===== config.mk =====
export PLATFORM = sky130hd
export DESIGN_NAME = skeeball_hole_encoder_flat
export DESIGN_NICKNAME = d
export VERILOG_FILES = /design/src/rtl/skeeball_hole_encoder_if.sv /design/src/rtl/skeeball_hole_encoder.sv /design/src/flat_wrapper.sv
export SDC_FILE = /design/constraint.sdc
export NUM_CORES = 1
export LEC_CHECK = 0
export CORE_ASPECT_RATIO = 1.4
export CORE_UTILIZATION = 25
export CTS_CLUSTER_DIAMETER = 80
export DETAILED_ROUTE_END_ITERATION = 6
export SLEW_MARGIN = 20
export SYNTH_ARGS = -nofsm -noshare
export SYNTH_HDL_FRONTEND = slang
export SYNTH_SLANG_ARGS = --single-unit

===== constraint.sdc =====
create_clock -name clk -period 3.4 [get_ports clk]
set_input_delay 0.34 -clock clk [delete_from_list [all_inputs] [get_ports clk]]
set_output_delay 0.34 -clock clk [all_outputs]
set_load 0.01 [all_outputs]

===== src/rtl/skeeball_hole_encoder_if.sv =====
// Signal bundle between the lane pins / score accumulator and the hole encoder.
// The slave side is the encoder; the master side drives the raw pins and observes the outputs.
interface skeeball_hole_encoder_if;
    logic       start;
    logic       sw0;
    logic       sw10;
    logic       sw20;
    logic       sw30;
    logic       sw40;
    logic       sw50;
    logic       sw100;
    logic       playstate;
    logic       in0;
    logic       in10;
    logic       in20;
    logic       in30;
    logic       in40;
    logic       in50;
    logic       in100;
    logic [3:0] balls_left;
    logic       game_over;

    modport master (
        output start, sw0, sw10, sw20, sw30, sw40, sw50, sw100,
        input  playstate, in0, in10, in20, in30, in40, in50, in100, balls_left, game_over
    );

    modport slave (
        input  start, sw0, sw10, sw20, sw30, sw40, sw50, sw100,
        output playstate, in0, in10, in20, in30, in40, in50, in100, balls_left, game_over
    );
endinterface


===== src/rtl/skeeball_hole_encoder.sv =====
// Skeeball lane front end: synchronizes and debounces the hole sensors and start button,
// serializes hits into one-hot score pulses, and runs the IDLE/PLAY/OVER/CLEAR game flow.
module skeeball_hole_encoder #(
    parameter int DEBOUNCE_CYCLES = 4,
    parameter int BALLS           = 9
) (
    input  logic                         clk,
    input  logic                         reset,
    skeeball_hole_encoder_if.slave       bus
);
    localparam int NSW      = 7;
    localparam int NCH      = NSW + 1;
    localparam int START_CH = NSW;

    typedef enum logic [1:0] {IDLE, PLAY, OVER, CLEAR} state_t;

    state_t           r_state;
    state_t           w_state_next;
    logic [NCH-1:0]   w_raw;
    logic [NCH-1:0]   w_rise;
    logic [NSW-1:0]   r_pend;
    logic [NSW-1:0]   w_grant;
    logic [NSW-1:0]   w_fire;
    logic [NSW-1:0]   r_in;
    logic [3:0]       r_balls;
    logic             w_play_ok;
    logic             w_start_evt;
    logic             w_playstate;
    logic             w_game_over;

    // Channel order is by score value so that the highest index wins arbitration.
    assign w_raw = {bus.start, bus.sw100, bus.sw50, bus.sw40, bus.sw30, bus.sw20, bus.sw10, bus.sw0};

    generate
        for (genvar gi = 0; gi < NCH; gi++) begin : g_cond
            logic       r_s1;
            logic       r_s2;
            logic       r_db;
            logic [7:0] r_cnt;
            logic       w_expire;

            assign w_expire   = (r_s2 != r_db) && (r_cnt == 8'(DEBOUNCE_CYCLES - 1));
            assign w_rise[gi] = w_expire && r_s2;

            always_ff @(posedge clk) begin
                if (reset) begin
                    r_s1  <= 1'b0;
                    r_s2  <= 1'b0;
                    r_db  <= 1'b0;
                    r_cnt <= 8'd0;
                end else begin
                    r_s1 <= w_raw[gi];
                    r_s2 <= r_s1;
                    if (r_s2 == r_db) begin
                        r_cnt <= 8'd0;
                    end else if (w_expire) begin
                        r_db  <= r_s2;
                        r_cnt <= 8'd0;
                    end else begin
                        r_cnt <= r_cnt + 8'd1;
                    end
                end
            end
        end
    endgenerate

    assign w_start_evt = w_rise[START_CH];

    always_comb begin
        w_grant = '0;
        for (int i = 0; i < NSW; i++) begin
            if (r_pend[i]) begin
                w_grant    = '0;
                w_grant[i] = 1'b1;
            end
        end
    end

    // Once the last ball is scored no further pulse may issue before OVER takes effect.
    assign w_play_ok = (r_state == PLAY) && (r_balls != 4'd0);
    assign w_fire    = w_play_ok ? w_grant : '0;

    always_ff @(posedge clk) begin
        if (reset) begin
            r_state <= IDLE;
        end else begin
            r_state <= w_state_next;
        end
    end

    always_comb begin
        w_state_next = r_state;
        w_playstate  = 1'b0;
        w_game_over  = 1'b0;
        case (r_state)
            IDLE: begin
                if (w_start_evt) w_state_next = PLAY;
            end
            PLAY: begin
                w_playstate = 1'b1;
                if (r_balls == 4'd0) w_state_next = OVER;
            end
            OVER: begin
                w_playstate = 1'b1;
                w_game_over = 1'b1;
                if (w_start_evt) w_state_next = CLEAR;
            end
            CLEAR: begin
                w_state_next = PLAY;
            end
            default: w_state_next = IDLE;
        endcase
    end

    always_ff @(posedge clk) begin
        if (reset) begin
            r_pend  <= '0;
            r_in    <= '0;
            r_balls <= 4'd0;
        end else begin
            r_pend <= w_play_ok ? ((r_pend & ~w_grant) | w_rise[NSW-1:0]) : '0;
            r_in   <= w_fire;
            if (r_state != PLAY && w_state_next == PLAY) begin
                r_balls <= 4'(BALLS);
            end else if (|w_fire) begin
                r_balls <= r_balls - 4'd1;
            end
        end
    end

    assign bus.playstate  = w_playstate;
    assign bus.game_over  = w_game_over;
    assign bus.balls_left = r_balls;
    assign bus.in0        = r_in[0];
    assign bus.in10       = r_in[1];
    assign bus.in20       = r_in[2];
    assign bus.in30       = r_in[3];
    assign bus.in40       = r_in[4];
    assign bus.in50       = r_in[5];
    assign bus.in100      = r_in[6];
endmodule

===== src/flat_wrapper.sv =====
// flat-port wrapper written by rule: the top's interface ports become plain ports
module skeeball_hole_encoder_flat 
#(
    parameter int DEBOUNCE_CYCLES = 4,
    parameter int BALLS           = 9
)
  (clk, reset, bus_start, bus_sw0, bus_sw10, bus_sw20, bus_sw30, bus_sw40, bus_sw50, bus_sw100, bus_playstate, bus_in0, bus_in10, bus_in20, bus_in30, bus_in40, bus_in50, bus_in100, bus_balls_left, bus_game_over);
  skeeball_hole_encoder_if bus_i ();
  input  logic clk;
  input  logic reset;
  input wire logic [$bits(bus_i.start)-1:0] bus_start;
  input wire logic [$bits(bus_i.sw0)-1:0] bus_sw0;
  input wire logic [$bits(bus_i.sw10)-1:0] bus_sw10;
  input wire logic [$bits(bus_i.sw20)-1:0] bus_sw20;
  input wire logic [$bits(bus_i.sw30)-1:0] bus_sw30;
  input wire logic [$bits(bus_i.sw40)-1:0] bus_sw40;
  input wire logic [$bits(bus_i.sw50)-1:0] bus_sw50;
  input wire logic [$bits(bus_i.sw100)-1:0] bus_sw100;
  output wire logic [$bits(bus_i.playstate)-1:0] bus_playstate;
  output wire logic [$bits(bus_i.in0)-1:0] bus_in0;
  output wire logic [$bits(bus_i.in10)-1:0] bus_in10;
  output wire logic [$bits(bus_i.in20)-1:0] bus_in20;
  output wire logic [$bits(bus_i.in30)-1:0] bus_in30;
  output wire logic [$bits(bus_i.in40)-1:0] bus_in40;
  output wire logic [$bits(bus_i.in50)-1:0] bus_in50;
  output wire logic [$bits(bus_i.in100)-1:0] bus_in100;
  output wire logic [$bits(bus_i.balls_left)-1:0] bus_balls_left;
  output wire logic [$bits(bus_i.game_over)-1:0] bus_game_over;
  assign bus_i.start = bus_start;
  assign bus_i.sw0 = bus_sw0;
  assign bus_i.sw10 = bus_sw10;
  assign bus_i.sw20 = bus_sw20;
  assign bus_i.sw30 = bus_sw30;
  assign bus_i.sw40 = bus_sw40;
  assign bus_i.sw50 = bus_sw50;
  assign bus_i.sw100 = bus_sw100;
  assign bus_playstate = bus_i.playstate;
  assign bus_in0 = bus_i.in0;
  assign bus_in10 = bus_i.in10;
  assign bus_in20 = bus_i.in20;
  assign bus_in30 = bus_i.in30;
  assign bus_in40 = bus_i.in40;
  assign bus_in50 = bus_i.in50;
  assign bus_in100 = bus_i.in100;
  assign bus_balls_left = bus_i.balls_left;
  assign bus_game_over = bus_i.game_over;
  skeeball_hole_encoder #(.DEBOUNCE_CYCLES(DEBOUNCE_CYCLES), .BALLS(BALLS)) u_core (.clk(clk), .reset(reset), .bus(bus_i));
endmodule

==> results of run 1 <==
[state kept, by name, summed over array words and instances (netlist names)]
signal / count
u_core.g_cond.r_cnt: 64
u_core.g_cond.r_s1: 8
u_core.r_pend: 7
u_core.r_state: 2
u_core.bus.balls_left: 4
u_core.g_cond.r_db: 8
u_core.r_in: 7
u_core.g_cond.r_s2: 8
[final cells by class]
type | count | share of cell area (%)
timing repair buffer | 24 | 4.694
tap | 203 | 5.069
clock inverter | 6 | 1.898
sequential | 108 | 43.15
multi-input combinational | 301 | 39.30
clock buffer | 10 | 4.769
inverter | 15 | 1.124
[critical path, stage by stage, from the launching register on]
cell and delay, ns:
dfxtp_1 0.34, ha_1 0.24, or4b_1 0.47, nor4_1 0.49, or3_1 0.37, nor2_1 0.09
[logic make-up after synthesis]
group,count (synthesis),synth area share [%]
compound gates,16,2.683
xor+xnor,59,12.18
fa+ha+maj,13,3.833
buf+inv,28,2.653
flops,108,50.94
mux,8,1.887
simple gates,205,25.83
[path summary, 6_finish.rpt]
path,from,endpoint,slack [ns]
setup reg to reg,u_core.g_cond[5].r_cnt[0],u_core.g_cond[5].r_cnt[7],1.29
hold reg to reg,u_core.g_cond[5].r_cnt[0],u_core.g_cond[5].r_cnt[0],0.44
setup / recovery,u_core.g_cond[5].r_cnt[0],u_core.g_cond[5].r_cnt[7],1.29
hold / removal,u_core.g_cond[5].r_cnt[0],u_core.g_cond[5].r_cnt[0],0.44
[power breakdown]
part           switching, mW  internal [mW]
combinational         0.0190         0.0204
sequential           0.00707           1.28
clock                  0.466          0.673
[cell usage in the layout, fill, tap and decap left out, types with 2 or more instances in the layout]
cell and count:
dfxtp_1 108, nor2_1 83, xor2_1 34, nand3_1 33
xnor2_1 25, clkdlybuf4s50_1 22, and3_1 18, nor2b_1 17
inv_1 15, ha_1 13, clkbuf_16 9, or3_1 8
mux2i_1 8, a21oi_1 6, nor3_1 5, nor4_1 5
nand2_1 5, nor3b_1 4, or4b_1 3, nand3b_1 3
nor4b_1 2, nand4b_1 2, and2_1 2, or4_1 2
and4b_1 2, a32oi_1 2, o21ai_0 2, inv_6 2
bufinv_16 2, clkinv_4 2, buf_4 2
[metrics by stage]
| stage | utilization [%] | power (mW) | std cells |
|---|---|---|---|
| final | 30.05 | 2.462 | 667 |
| after global routing | 30.05 | 2.564 | 667 |
| after CTS | 30.05 | 2.498 | 667 |
| after detailed placement | 28.05 | 1.352 | 651 |
| after global placement | 28.05 | 1.351 | 651 |
| after floorplan | - | 1.334 | 437 |
[layer usage]
layer,vias up,wire length [µm],global-route usage [%]
met2,33,3359,14.58
li1,1512,-,-
met1,1356,3517,11.12
met5,-,0,0
met3,14,206,2.137
met4,0,177,5.397
==> impl_metrics.yaml, run 1 <==
outcome:
  run_status: "finished with violations"
  violations: "DRC"
critical_path:
  critical_path_required_ns: 3.63
  r2r_cells: 5
  start_kind: "flop"
  worstPathArrival_ns: 2.33
  path_max_fanout: 8
  crit_path_end_kind: "flop"
  critPathKind: "reg -> reg"
clock_tree:
  cts_resized: 0
  cts-root-buf: "clkbuf_16"
  insertion_delay_ns: 0.35
  tritoncts: "done"
  numCtsBuffers: 9
  max-clock-path-buffers: 2
  htree_levels: 3
  holdBufCountCts: 0
  clk_pin_slew_worst_paths_ns: 0.07
  cts_sinks: 108
  cts_setup_buffers: 0
layout:
  fin_nets: 482
  drive_above_1_share_pct: 5.819
  register_area_mm2: 0.002162
  fillers: 1752
  multi_input_area_mm2: 0.001969
  insertedDiodeCount: 0
  area_growth_pct: 18.07
  final_cell_area_mm2: 0.005011
timing:
  timing.setup.tns_ns: 0
  worst_slew_margin_rel_pct: 58.81
  fmax_ghz: 0.4750
  post-route-period-util_pct: 61.92
  setup_viol: 0
  tightest_slew_ns: 0.6122
  hold_viol: 0
  skew_ns: 0.01021
  fin_hold_ws_ns: 0.4404
  worst_slack_ns: 1.295
  rsz0062_at_grt: "no"
  min_period_ns: 2.105
  maxSlewViolCount: 0
yosys:
  yosysTopAreaCell: "dfxtp_1"
  synthTopCellsByCount: "dfxtp_1 (108), nor2_1 (83), xor2_1 (34)"
  syn_nets: 460
  ys_warn_count: 0
  yosysMostFrequentCell: "dfxtp_1"
  synth_top_area_share_pct: 50.94
  synth_edf_count: 0
  synth-seq-cells: 108
  synthesis.instances: 437
  syn_area_mm2: 0.004244
  synth_flop_cell: "dfxtp_1"
  ys_types: 44
  ys_seq_area_share_pct: 50.94
  syn_area_per_cell_um2: 9.712
  async_flop_share_pct: 0
  synth_area_leaders: "dfxtp_1 (51%), nor2_1 (7.3%), xor2_1 (7.0%)"
pwr:
  ir_worst_vdd_v: 0.0002249
  cellLeakagePower_nw: 1.788
  p_per_area_mw_per_mm2: 491.3
die:
  coreArea_mm2: 0.01668
  die_x_um: 112.1
  num_rows: 56
  initial_core_util_pct: 25.45
  ios: 23
  die_h_um: 156.2
  die-area_mm2: 0.01751
route:
  drc_errors: 2
  wl_um: 7262
  vias: 2915
  postRouteAntennaNets: 0
  viasPerCell: 4.370
  wl_per_cell_um: 10.89
  drt_first_pass_iters: 6
  drtIter0Drc: 76
grt:
  grt_max_degree: 19
  grt_antenna_before_repair: 0
  grt_pass1_vias: 2843
  grt_pass1_wl_um: 12670
  gr-total-overflow: 0
  grtUsageTotal_pct: 9.105
placed_design:
  port_buffers: 22
  place_congestion: 0.7405
  dp_slack_ns: 1.248
  place_hpwl_um: 5312
  dpl-instance-area_mm2: 0.004677
worst_hold_path:
  holdCritPathClass: "reg -> reg"
  hold-path-cell-count: 1
job:
  cap_violations: 0
Power figures use the tool's default switching activity.
==> inputs of run 2 (changes only) <==
==> constraint.sdc (replaced) <==
create_clock -name clk -period 2 [get_ports clk]
set_input_delay 0.2 -clock clk [delete_from_list [all_inputs] [get_ports clk]]
set_output_delay 0.2 -clock clk [all_outputs]
set_load 0.01 [all_outputs]
==> impl_metrics.yaml, run 2 (synthesis gave the netlist of run 1 again) <==
grt:
  grt_pass1_wl_um: 12710
  grtUsageTotal_pct: 8.945
  grt_max_degree: 19
  grt_pass1_vias: 2955
  grt_antenna_before_repair: 0
  gr-total-overflow: 0
route:
  wl_um: 7257
  wl_per_cell_um: 10.66
  viasPerCell: 4.396
  drc_errors: 2
  vias: 2994
  drtIter0Drc: 61
  drt_first_pass_iters: 6
  postRouteAntennaNets: 0
timing:
  skew_ns: 0.009089
  tightest_slew_ns: 0.4183
  hold_viol: 0
  setup_viol: 0
  min_period_ns: 1.905
  fmax_ghz: 0.5249
  post-route-period-util_pct: 95.26
  worst_slew_margin_rel_pct: 71.86
  maxSlewViolCount: 0
  rsz0062_at_grt: "yes"
pwr:
  cellLeakagePower_nw: 1.858
  p_per_area_mw_per_mm2: 790.3
  power.switching_uw: 842.4
  ir_worst_vdd_v: 0.0004201
  switching_share_pct: 20.71
  clkPwrFrac_pct: 44.6
  p_int_mw: 3.225
  power_frac_comb_pct: 1.8
  pwr-share-seq_pct: 53.6
placed_design:
  place_hpwl_um: 5369
  port_buffers: 22
  dpl-instance-area_mm2: 0.004782
  numPlacedInstances: 665
  place_congestion: 0.7801
layout:
  insertedDiodeCount: 0
  final_cell_area_mm2: 0.005147
  final_cells: 681
  fin_nets: 496
  largest_register_ffs: 64
  area_growth_pct: 21.29
  drive_above_1_share_pct: 10.25
  final_common_cell: "dfxtp_1"
  layout_common_cells: "dfxtp_1 (108), nor2_1 (83), xor2_1 (34)"
  regMostFlops: "u_core.g_cond.r_cnt"
critical_path:
  path_max_fanout: 5
  critical_path_required_ns: 1.80
  critPathMaxStageDelay_ns: 0.54
  slowest_stage: "clkdlybuf4s50_1"
  worstPathArrival_ns: 1.71
  start_kind: "flop"
  crit_chain: "inv_1 > ha_1 > clkdlybuf4s50_1"
  critPathKind: "reg -> out"
  crit_path_end_kind: "output port"
worst_hold_path:
  holdCritPathClass: "in -> reg"
die:
  num_rows: 56
  die-area_mm2: 0.01751
  initial_core_util_pct: 25.45
  coreArea_mm2: 0.01668
  ios: 23
  die_x_um: 112.1
  die_h_um: 156.2
outcome:
  violations: "DRC"
  run_status: "finished with violations"
clock_tree:
  tritoncts: "done"
  htree_levels: 3
  clk_pin_slew_worst_paths_ns: 0.07
  cts-root-buf: "clkbuf_16"
  holdBufCountCts: 0
  cts_sinks: 108
  numCtsBuffers: 9
  insertion_delay_ns: 0.35
  max-clock-path-buffers: 2
job:
  cap_violations: 0
-- run 2: metal layers --
layer / global-route usage [%] / share of wire (%)
met1: 10.08 / 47
met5: 0 / 0
met2: 15.53 / 47
met4: 4.254 / 1.8
met3: 2.525 / 4.0
-- run 2: layout make-up --
type | count | area [µm²]
well taps | 203 | 254.0
repair buffers | 38 | 340.3
flip-flops and latches | 108 | 2162
clock buffers | 10 | 239.0
clock inverters | 6 | 71.32
fillers | 1725 | 11530
inverters | 15 | 56.30
multi-input cells | 301 | 2024
-- run 2: repair_timing --
action	in CTS	in global routing
setup endpoints to repair	0	12
resized for setup	0	10
setup buffers	0	0
-- run 2: worst max-delay path, delay by kind of cell, from the launching register on --
family | cells | cell delay [ns]
buf+inv | 2 | 0.64
fa+ha+maj | 1 | 0.30
flops | 1 | 0.42
-- run 2: path summary, 6_finish.rpt --
check,startpoint,endpoint,slack (ns),cells after the start
hold / removal,bus_start,u_core.g_cond[7].r_s1,0.41,2
setup / recovery,u_core.r_state[1],bus_playstate,0.09,3
hold reg to reg,u_core.g_cond[7].r_s1,u_core.g_cond[7].r_s2,0.44,1
setup reg to reg,u_core.g_cond[7].r_cnt[0],u_core.bus.balls_left[0],0.12,6
-- run 2: power groups by stage --
stage	combinational (mW)	sequential [mW]	clock (mW)
after floorplan	0.0403	2.23	0
after global placement	0.0702	2.23	0
after detailed placement	0.0718	2.23	0
after CTS	0.0720	2.18	1.86
after global routing	0.0801	2.18	1.94
final	0.0715	2.18	1.82
-- run 2: per-stage QoR --
| stage | TNS [ns] | hold slack (ns) | utilization (%) | power [mW] | setup WS (ns) |
|---|---|---|---|---|---|
| after global routing | -0.004568 | 0.4064 | 30.87 | 4.202 | -0.004568 |
| after global placement | 0 | 0.4170 | 28.68 | 2.300 | 0.09373 |
| after detailed placement | 0 | 0.4340 | 28.68 | 2.303 | 0.03113 |
| final | 0 | 0.4070 | 30.87 | 4.068 | 0.09483 |
| after CTS | 0 | 0.3977 | 30.54 | 4.114 | 0.02774 |
| after floorplan | 0 | 0.3282 | - | 2.268 | 0.1346 |
